===== src/rtl/id_ex_stage.sv =====
// ID/EX pipeline register with MEM/WB operand forwarding, load-use hazard
// detection and a saturating count of the bubbles inserted for load-use hazards.
module id_ex_stage #(
  parameter int unsigned X_LEN = 32
) (
  input  logic             clk_i,
  input  logic             rst_ni,
  input  logic             id_valid_i,
  input  logic [X_LEN-1:0] id_rs1_data_i,
  input  logic [X_LEN-1:0] id_rs2_data_i,
  input  logic [X_LEN-1:0] id_imm_i,
  input  logic [4:0]       id_rs1_addr_i,
  input  logic [4:0]       id_rs2_addr_i,
  input  logic [4:0]       id_rd_addr_i,
  input  logic [3:0]       id_alu_op_i,
  input  logic             id_b_sel_i,
  input  logic             id_reg_we_i,
  input  logic             id_mem_read_i,
  input  logic             stall_i,
  input  logic             flush_i,
  input  logic             mem_reg_we_i,
  input  logic [4:0]       mem_rd_addr_i,
  input  logic [X_LEN-1:0] mem_result_i,
  input  logic             wb_reg_we_i,
  input  logic [4:0]       wb_rd_addr_i,
  input  logic [X_LEN-1:0] wb_result_i,
  output logic             ex_valid_o,
  output logic [X_LEN-1:0] ex_a_o,
  output logic [X_LEN-1:0] ex_b_o,
  output logic [3:0]       ex_alu_op_o,
  output logic [4:0]       ex_rd_addr_o,
  output logic             ex_reg_we_o,
  output logic             ex_mem_read_o,
  output logic [X_LEN-1:0] ex_store_data_o,
  output logic             load_use_stall_o,
  output logic [15:0]      bubble_cnt_o
);

  typedef struct packed {
    logic             valid;
    logic [X_LEN-1:0] rs1_data;
    logic [X_LEN-1:0] rs2_data;
    logic [X_LEN-1:0] imm;
    logic [4:0]       rs1_addr;
    logic [4:0]       rs2_addr;
    logic [4:0]       rd_addr;
    logic [3:0]       alu_op;
    logic             b_sel;
    logic             reg_we;
    logic             mem_read;
  } ex_reg_t;

  ex_reg_t     ex_q, ex_d, id_pkt;
  logic [15:0] bubble_cnt_q, bubble_cnt_d;
  logic        load_use;
  logic [X_LEN-1:0] fwd_rs1, fwd_rs2;

  always_comb begin
    id_pkt          = '0;
    id_pkt.valid    = 1'b1;
    id_pkt.rs1_data = id_rs1_data_i;
    id_pkt.rs2_data = id_rs2_data_i;
    id_pkt.imm      = id_imm_i;
    id_pkt.rs1_addr = id_rs1_addr_i;
    id_pkt.rs2_addr = id_rs2_addr_i;
    id_pkt.rd_addr  = id_rd_addr_i;
    id_pkt.alu_op   = id_alu_op_i;
    id_pkt.b_sel    = id_b_sel_i;
    id_pkt.reg_we   = id_reg_we_i;
    id_pkt.mem_read = id_mem_read_i;
  end

  // rs2 only counts as a hazard source when the instruction actually reads it
  always_comb begin
    load_use = ex_q.valid && ex_q.mem_read && (ex_q.rd_addr != '0) && id_valid_i &&
               ((ex_q.rd_addr == id_rs1_addr_i) ||
                (!id_b_sel_i && (ex_q.rd_addr == id_rs2_addr_i)));
  end

  assign load_use_stall_o = load_use && !flush_i;

  always_comb begin
    ex_d         = ex_q;
    bubble_cnt_d = bubble_cnt_q;
    if (flush_i) begin
      ex_d = '0;
    end else if (stall_i) begin
      ex_d = ex_q;
    end else if (load_use) begin
      ex_d = '0;
      if (bubble_cnt_q != '1) bubble_cnt_d = bubble_cnt_q + 16'd1;
    end else if (id_valid_i) begin
      ex_d = id_pkt;
    end else begin
      ex_d = '0;
    end
  end

  always_ff @(posedge clk_i or negedge rst_ni) begin
    if (!rst_ni) begin
      ex_q         <= '0;
      bubble_cnt_q <= '0;
    end else begin
      ex_q         <= ex_d;
      bubble_cnt_q <= bubble_cnt_d;
    end
  end

  // MEM result is younger than WB, so it wins; x0 is never forwarded
  always_comb begin
    fwd_rs1 = ex_q.rs1_data;
    if (mem_reg_we_i && (mem_rd_addr_i != '0) && (mem_rd_addr_i == ex_q.rs1_addr))
      fwd_rs1 = mem_result_i;
    else if (wb_reg_we_i && (wb_rd_addr_i != '0) && (wb_rd_addr_i == ex_q.rs1_addr))
      fwd_rs1 = wb_result_i;
  end

  always_comb begin
    fwd_rs2 = ex_q.rs2_data;
    if (mem_reg_we_i && (mem_rd_addr_i != '0) && (mem_rd_addr_i == ex_q.rs2_addr))
      fwd_rs2 = mem_result_i;
    else if (wb_reg_we_i && (wb_rd_addr_i != '0) && (wb_rd_addr_i == ex_q.rs2_addr))
      fwd_rs2 = wb_result_i;
  end

  assign ex_valid_o      = ex_q.valid;
  assign ex_a_o          = fwd_rs1;
  assign ex_b_o          = ex_q.b_sel ? ex_q.imm : fwd_rs2;
  assign ex_alu_op_o     = ex_q.alu_op;
  assign ex_rd_addr_o    = ex_q.rd_addr;
  assign ex_reg_we_o     = ex_q.reg_we;
  assign ex_mem_read_o   = ex_q.mem_read;
  assign ex_store_data_o = fwd_rs2;
  assign bubble_cnt_o    = bubble_cnt_q;

endmodule

===== config.mk =====
export PLATFORM = sky130hd
export DESIGN_NAME = id_ex_stage
export DESIGN_NICKNAME = d
export VERILOG_FILES = /design/src/rtl/id_ex_stage.sv
export SDC_FILE = /design/constraint.sdc
export NUM_CORES = 1
export LEC_CHECK = 0
export BUFFER_PORTS_ARGS = -buffer_cell sky130_fd_sc_hd__buf_2
export CORE_MARGIN = 5
export CORE_UTILIZATION = 52
export DETAILED_ROUTE_END_ITERATION = 10
export GPL_TIMING_DRIVEN = 0
export PLACE_DENSITY = 0.95
export SYNTH_ARGS = -nofsm -noshare
export SYNTH_HDL_FRONTEND = slang
export SYNTH_SLANG_ARGS = --single-unit
export TNS_END_PERCENT = 100

===== constraint.sdc =====
create_clock -name clk_i -period 6.25 [get_ports clk_i]
set_input_delay 0.3125 -clock clk_i [delete_from_list [all_inputs] [get_ports clk_i]]
set_output_delay 0.3125 -clock clk_i [all_outputs]
set_load 0.05 [all_outputs]

==> metrics.txt <==
# TYPE chip_impl_metric gauge
chip_impl_metric{name="worstPathRequired",unit="ns"} 5.94
chip_impl_metric{name="post-cts-setup-buffers",unit=""} 0
chip_impl_metric{name="final_net_count",unit=""} 1271
chip_impl_metric{name="peakVddDrop",unit="mV"} 0.188
chip_impl_metric{name="area_of_the_core",unit="mm^2"} 0.0139
chip_impl_metric{name="final_max_slew_viol_count",unit=""} 0
chip_impl_metric{name="die_area",unit="mm^2"} 0.0167
chip_impl_metric{name="max_slew.worst_pin.slew",unit="ns"} 0.892
chip_impl_metric{name="antenna_left",unit=""} 0
chip_impl_metric{name="fp-row-count",unit=""} 43
chip_impl_info{name="outcome",value="finished clean"} 1
chip_impl_info{name="hold_path_class",value="in -> reg"} 1
chip_impl_metric{name="start_util",unit="%"} 53.2
chip_impl_metric{name="die-width",unit="um"} 129
chip_impl_metric{name="clock_insertion_delay_worst_skew",unit="ns"} 0.43
chip_impl_info{name="most_common_cell_after_layout_fill_and_taps_aside",value="sky130_fd_sc_hd__buf_2"} 1
chip_impl_metric{name="grtUsageTotal",unit="%"} 36.2
chip_impl_info{name="min_from",value="id_alu_op_i[2]"} 1
chip_impl_info{name="timing.hold.worst_endpoint",value="ex_alu_op_o[2]"} 1
chip_impl_metric{name="async_flop_share",unit="%"} 100
chip_impl_metric{name="synth.avg_cell_area",unit="um^2"} 10.1
chip_impl_metric{name="post_synth_edffs",unit=""} 0
chip_impl_metric{name="first_iter_violations",unit=""} 784
chip_impl_metric{name="rr_worst_depth",unit=""} 7
chip_impl_metric{name="clock-sinks",unit=""} 135
chip_impl_metric{name="avgViaCountPerCell",unit=""} 6.32
chip_impl_metric{name="drive_gt1_share",unit="%"} 38.7
chip_impl_metric{name="post_detailed_route_wirelength_per_cell",unit="um"} 24.2
chip_impl_metric{name="floorplan.io_pins",unit=""} 324
chip_impl_metric{name="finalClockSkew",unit="ns"} 0.00803
chip_impl_metric{name="finalCritPeriodShare",unit="%"} 61.0
chip_impl_metric{name="power.leakage",unit="nW"} 5.08
chip_impl_metric{name="fin_area",unit="mm^2"} 0.00991
chip_impl_metric{name="power_density",unit="mW/mm^2"} 252
chip_impl_metric{name="ctsResizeCount",unit=""} 0
chip_impl_metric{name="synth-seq-area-share",unit="%"} 45.8
chip_impl_metric{name="cts_inserted_buffers",unit=""} 17
chip_impl_metric{name="via_count",unit=""} 8003
chip_impl_metric{name="final-hold-violation-count",unit=""} 0
chip_impl_metric{name="first_global_vias",unit=""} 7898
chip_impl_metric{name="fmax",unit="MHz"} 262
chip_impl_info{name="end_kind",value="output pin"} 1
chip_impl_metric{name="netlist_area",unit="mm^2"} 0.00738
chip_impl_metric{name="min_period",unit="ns"} 3.81
chip_impl_metric{name="ys_types",unit=""} 47
chip_impl_metric{name="wl",unit="um"} 30600
chip_impl_info{name="timing.rr.start",value="ex_rd_addr_o[1]"} 1
chip_impl_metric{name="pin_count_of_the_biggest_net_entering_global_routing",unit=""} 75
chip_impl_metric{name="htreeDepth",unit=""} 4
chip_impl_info{name="dominantRegCellSynth",value="sky130_fd_sc_hd__dfrtp_1"} 1
chip_impl_metric{name="ys.warnings.count",unit=""} 0
chip_impl_metric{name="max_cap_violations",unit=""} 0
chip_impl_metric{name="grt_antenna_before_repair",unit=""} 4
chip_impl_info{name="timing.critical_path.from_type",value="register"} 1
chip_impl_metric{name="synth_net_count",unit=""} 927
chip_impl_metric{name="tns",unit="ns"} 0
chip_impl_info{name="critical_path.reg2reg.endpoint",value="ex_alu_op_o[3]"} 1
chip_impl_metric{name="portBuffers",unit=""} 323
chip_impl_metric{name="die_y",unit="um"} 129
chip_impl_info{name="tritoncts",value="done"} 1
chip_impl_metric{name="post_cts_hold_buffer_count",unit=""} 1
chip_impl_metric{name="gp_routability_congestion",unit=""} 0.955
chip_impl_metric{name="dp_hpwl",unit="um"} 22300
chip_impl_info{name="setup.worst_path.class",value="reg -> out"} 1
chip_impl_metric{name="min_path_cells",unit=""} 2
chip_impl_metric{name="flow.area_growth_from_synthesis",unit="%"} 34.3
chip_impl_metric{name="globalRouteOverflowTotal",unit=""} 0
chip_impl_metric{name="grt_pass1_wl",unit="um"} 45500
chip_impl_info{name="rsz0062_at_grt",value="no"} 1
chip_impl_metric{name="postSynthRegisterBits",unit=""} 135
chip_impl_metric{name="route.detailed.drc",unit=""} 0
chip_impl_metric{name="drt_pre_antenna_iters",unit=""} 6
chip_impl_metric{name="worstPathArrival",unit="ns"} 3.50
chip_impl_metric{name="worst-path-max-fanout",unit=""} 10
chip_impl_metric{name="gate_count_post_synth",unit=""} 727
chip_impl_metric{name="max-clock-path-buffers",unit=""} 2
chip_impl_metric{name="reg2reg_setup_slack",unit="ns"} 3.66
chip_impl_metric{name="maxSlewHeadroom",unit="%"} 40.5
chip_impl_metric{name="dpl-instance-area",unit="mm^2"} 0.00925
chip_impl_metric{name="clkSlewWorstSetupHoldPaths",unit="ns"} 0.06
chip_impl_info{name="layout_common_cells",value="sky130_fd_sc_hd__buf_2 (342), sky130_fd_sc_hd__dfrtp_1 (135), sky130_fd_sc_hd__a22o_1 (118), sky130_fd_sc_hd__nor2_1 (72), sky130_fd_sc_hd__xnor2_1 (37)"} 1
chip_impl_metric{name="setup_violations",unit=""} 0
chip_impl_info{name="root_buffer",value="sky130_fd_sc_hd__clkbuf_16"} 1
==> report_power, final <==
group,total [W],leakage [nW],switching (W),internal [W]
registers,0.000927,1.85,0.0000234,0.000903
clock network,0.00109,0.300,0.000405,0.000681
logic,0.000485,2.93,0.000333,0.000152
total,0.00250,5.08,0.000762,0.00174
==> worst max-delay path by stage <==
stage / from / endpoint / slack [ns] / cells past startpoint
floorplan: wb_rd_addr_i[1] / ex_b_o[15] / 3.08 / 6
global placement: wb_rd_addr_i[1] / ex_b_o[24] / 3.05 / 8
detailed placement: wb_rd_addr_i[0] / ex_b_o[24] / 3.05 / 8
CTS: ex_q[14] / ex_b_o[24] / 2.59 / 7
global route: ex_q[14] / ex_b_o[24] / 2.40 / 7
finish: ex_q[14] / ex_b_o[24] / 2.44 / 7
==> final cells by class <==
cell class	count	area, um^2
diodes	3	7.51
fillers	1030	3980
inverters	18	67.6
multi-input cells	504	3580
clock inverters	13	195
clock buffers	18	439
flip-flops and latches	135	3380
well taps	180	225
repair buffers	325	1660
plain buffers	70	352
==> synth_stat cells (all sizes together), types with 2 or more instances <==
master / instances / share of area, %
nand2: 25 / 1.3
and3: 18 / 1.5
o211ai: 2 / 0.46
or4: 4 / 0.51
or3: 17 / 1.4
clkbuf: 33 / 1.7
or2: 2 / 0.17
inv: 18 / 0.92
xor2: 6 / 0.71
nand3: 8 / 0.54
a221oi: 15 / 1.9
nand4: 13 / 1.1
xnor2: 38 / 4.6
mux2i: 32 / 4.3
nor2: 72 / 3.7
mux2: 18 / 2.7
a21oi: 34 / 2.3
a31oi: 18 / 1.5
dfrtp: 135 / 46
o31ai: 15 / 1.5
o21ai: 18 / 1.2
buf: 37 / 3.1
nor3: 19 / 1.3
a22o: 118 / 14
==> sequential cells by signal (all words and copies together), names as in the netlist <==
name and cells:
bubble_cnt_o 16, ex_mem_read_o 1, ex_valid_o 1, ex_alu_op_o 4, ex_reg_we_o 1, ex_rd_addr_o 5, ex_q 107
==> kinds of logic after synthesis <==
family,Yosys count,synth area share (%)
AOI/OAI and AO/OA,225,23.7
and+or+nand+nor,184,12.3
DFF,135,45.8
buffers and inverters,88,5.68
muxes,50,7.09
xor gates and xnor gates,44,5.32
adders and majority gates,1,0.170
==> through the flow <==
stage | util, % | hold WS [ns] | instances | worst slack [ns] | power (W)
after floorplan | - | 0.0169 | 727 | 3.08 | 0.00122
after global placement | 66.4 | 0.472 | 1230 | 3.05 | 0.00141
after detailed placement | 66.7 | 0.374 | 1231 | 3.05 | 0.00142
after CTS | 71.3 | 0.0930 | 1263 | 2.59 | 0.00249
after global routing | 71.3 | 0.0904 | 1265 | 2.40 | 0.00257
final | 71.4 | 0.0998 | 1266 | 2.44 | 0.00250
==> metal layers <==
layer	share of wire, %	wire length (um)	vias up	GRT usage (%)
li1	-	-	3403	-
met1	37	11200	3850	44.9
met2	47	14400	621	58.2
met3	12	3740	125	11.3
met5	0.11	34	-	0
met4	4.0	1220	4	16.2
==> critical path: stages, from the launching register on <==
cell	delay, ns
sky130_fd_sc_hd__dfrtp_1	0.45
sky130_fd_sc_hd__xnor2_1	0.18
sky130_fd_sc_hd__nand4_1	0.56
sky130_fd_sc_hd__nor2_1	0.62
sky130_fd_sc_hd__buf_2	0.39
sky130_fd_sc_hd__a221oi_2	0.08
sky130_fd_sc_hd__o31ai_1	0.42
sky130_fd_sc_hd__buf_2	0.35
(Power assumes the default switching activity.)
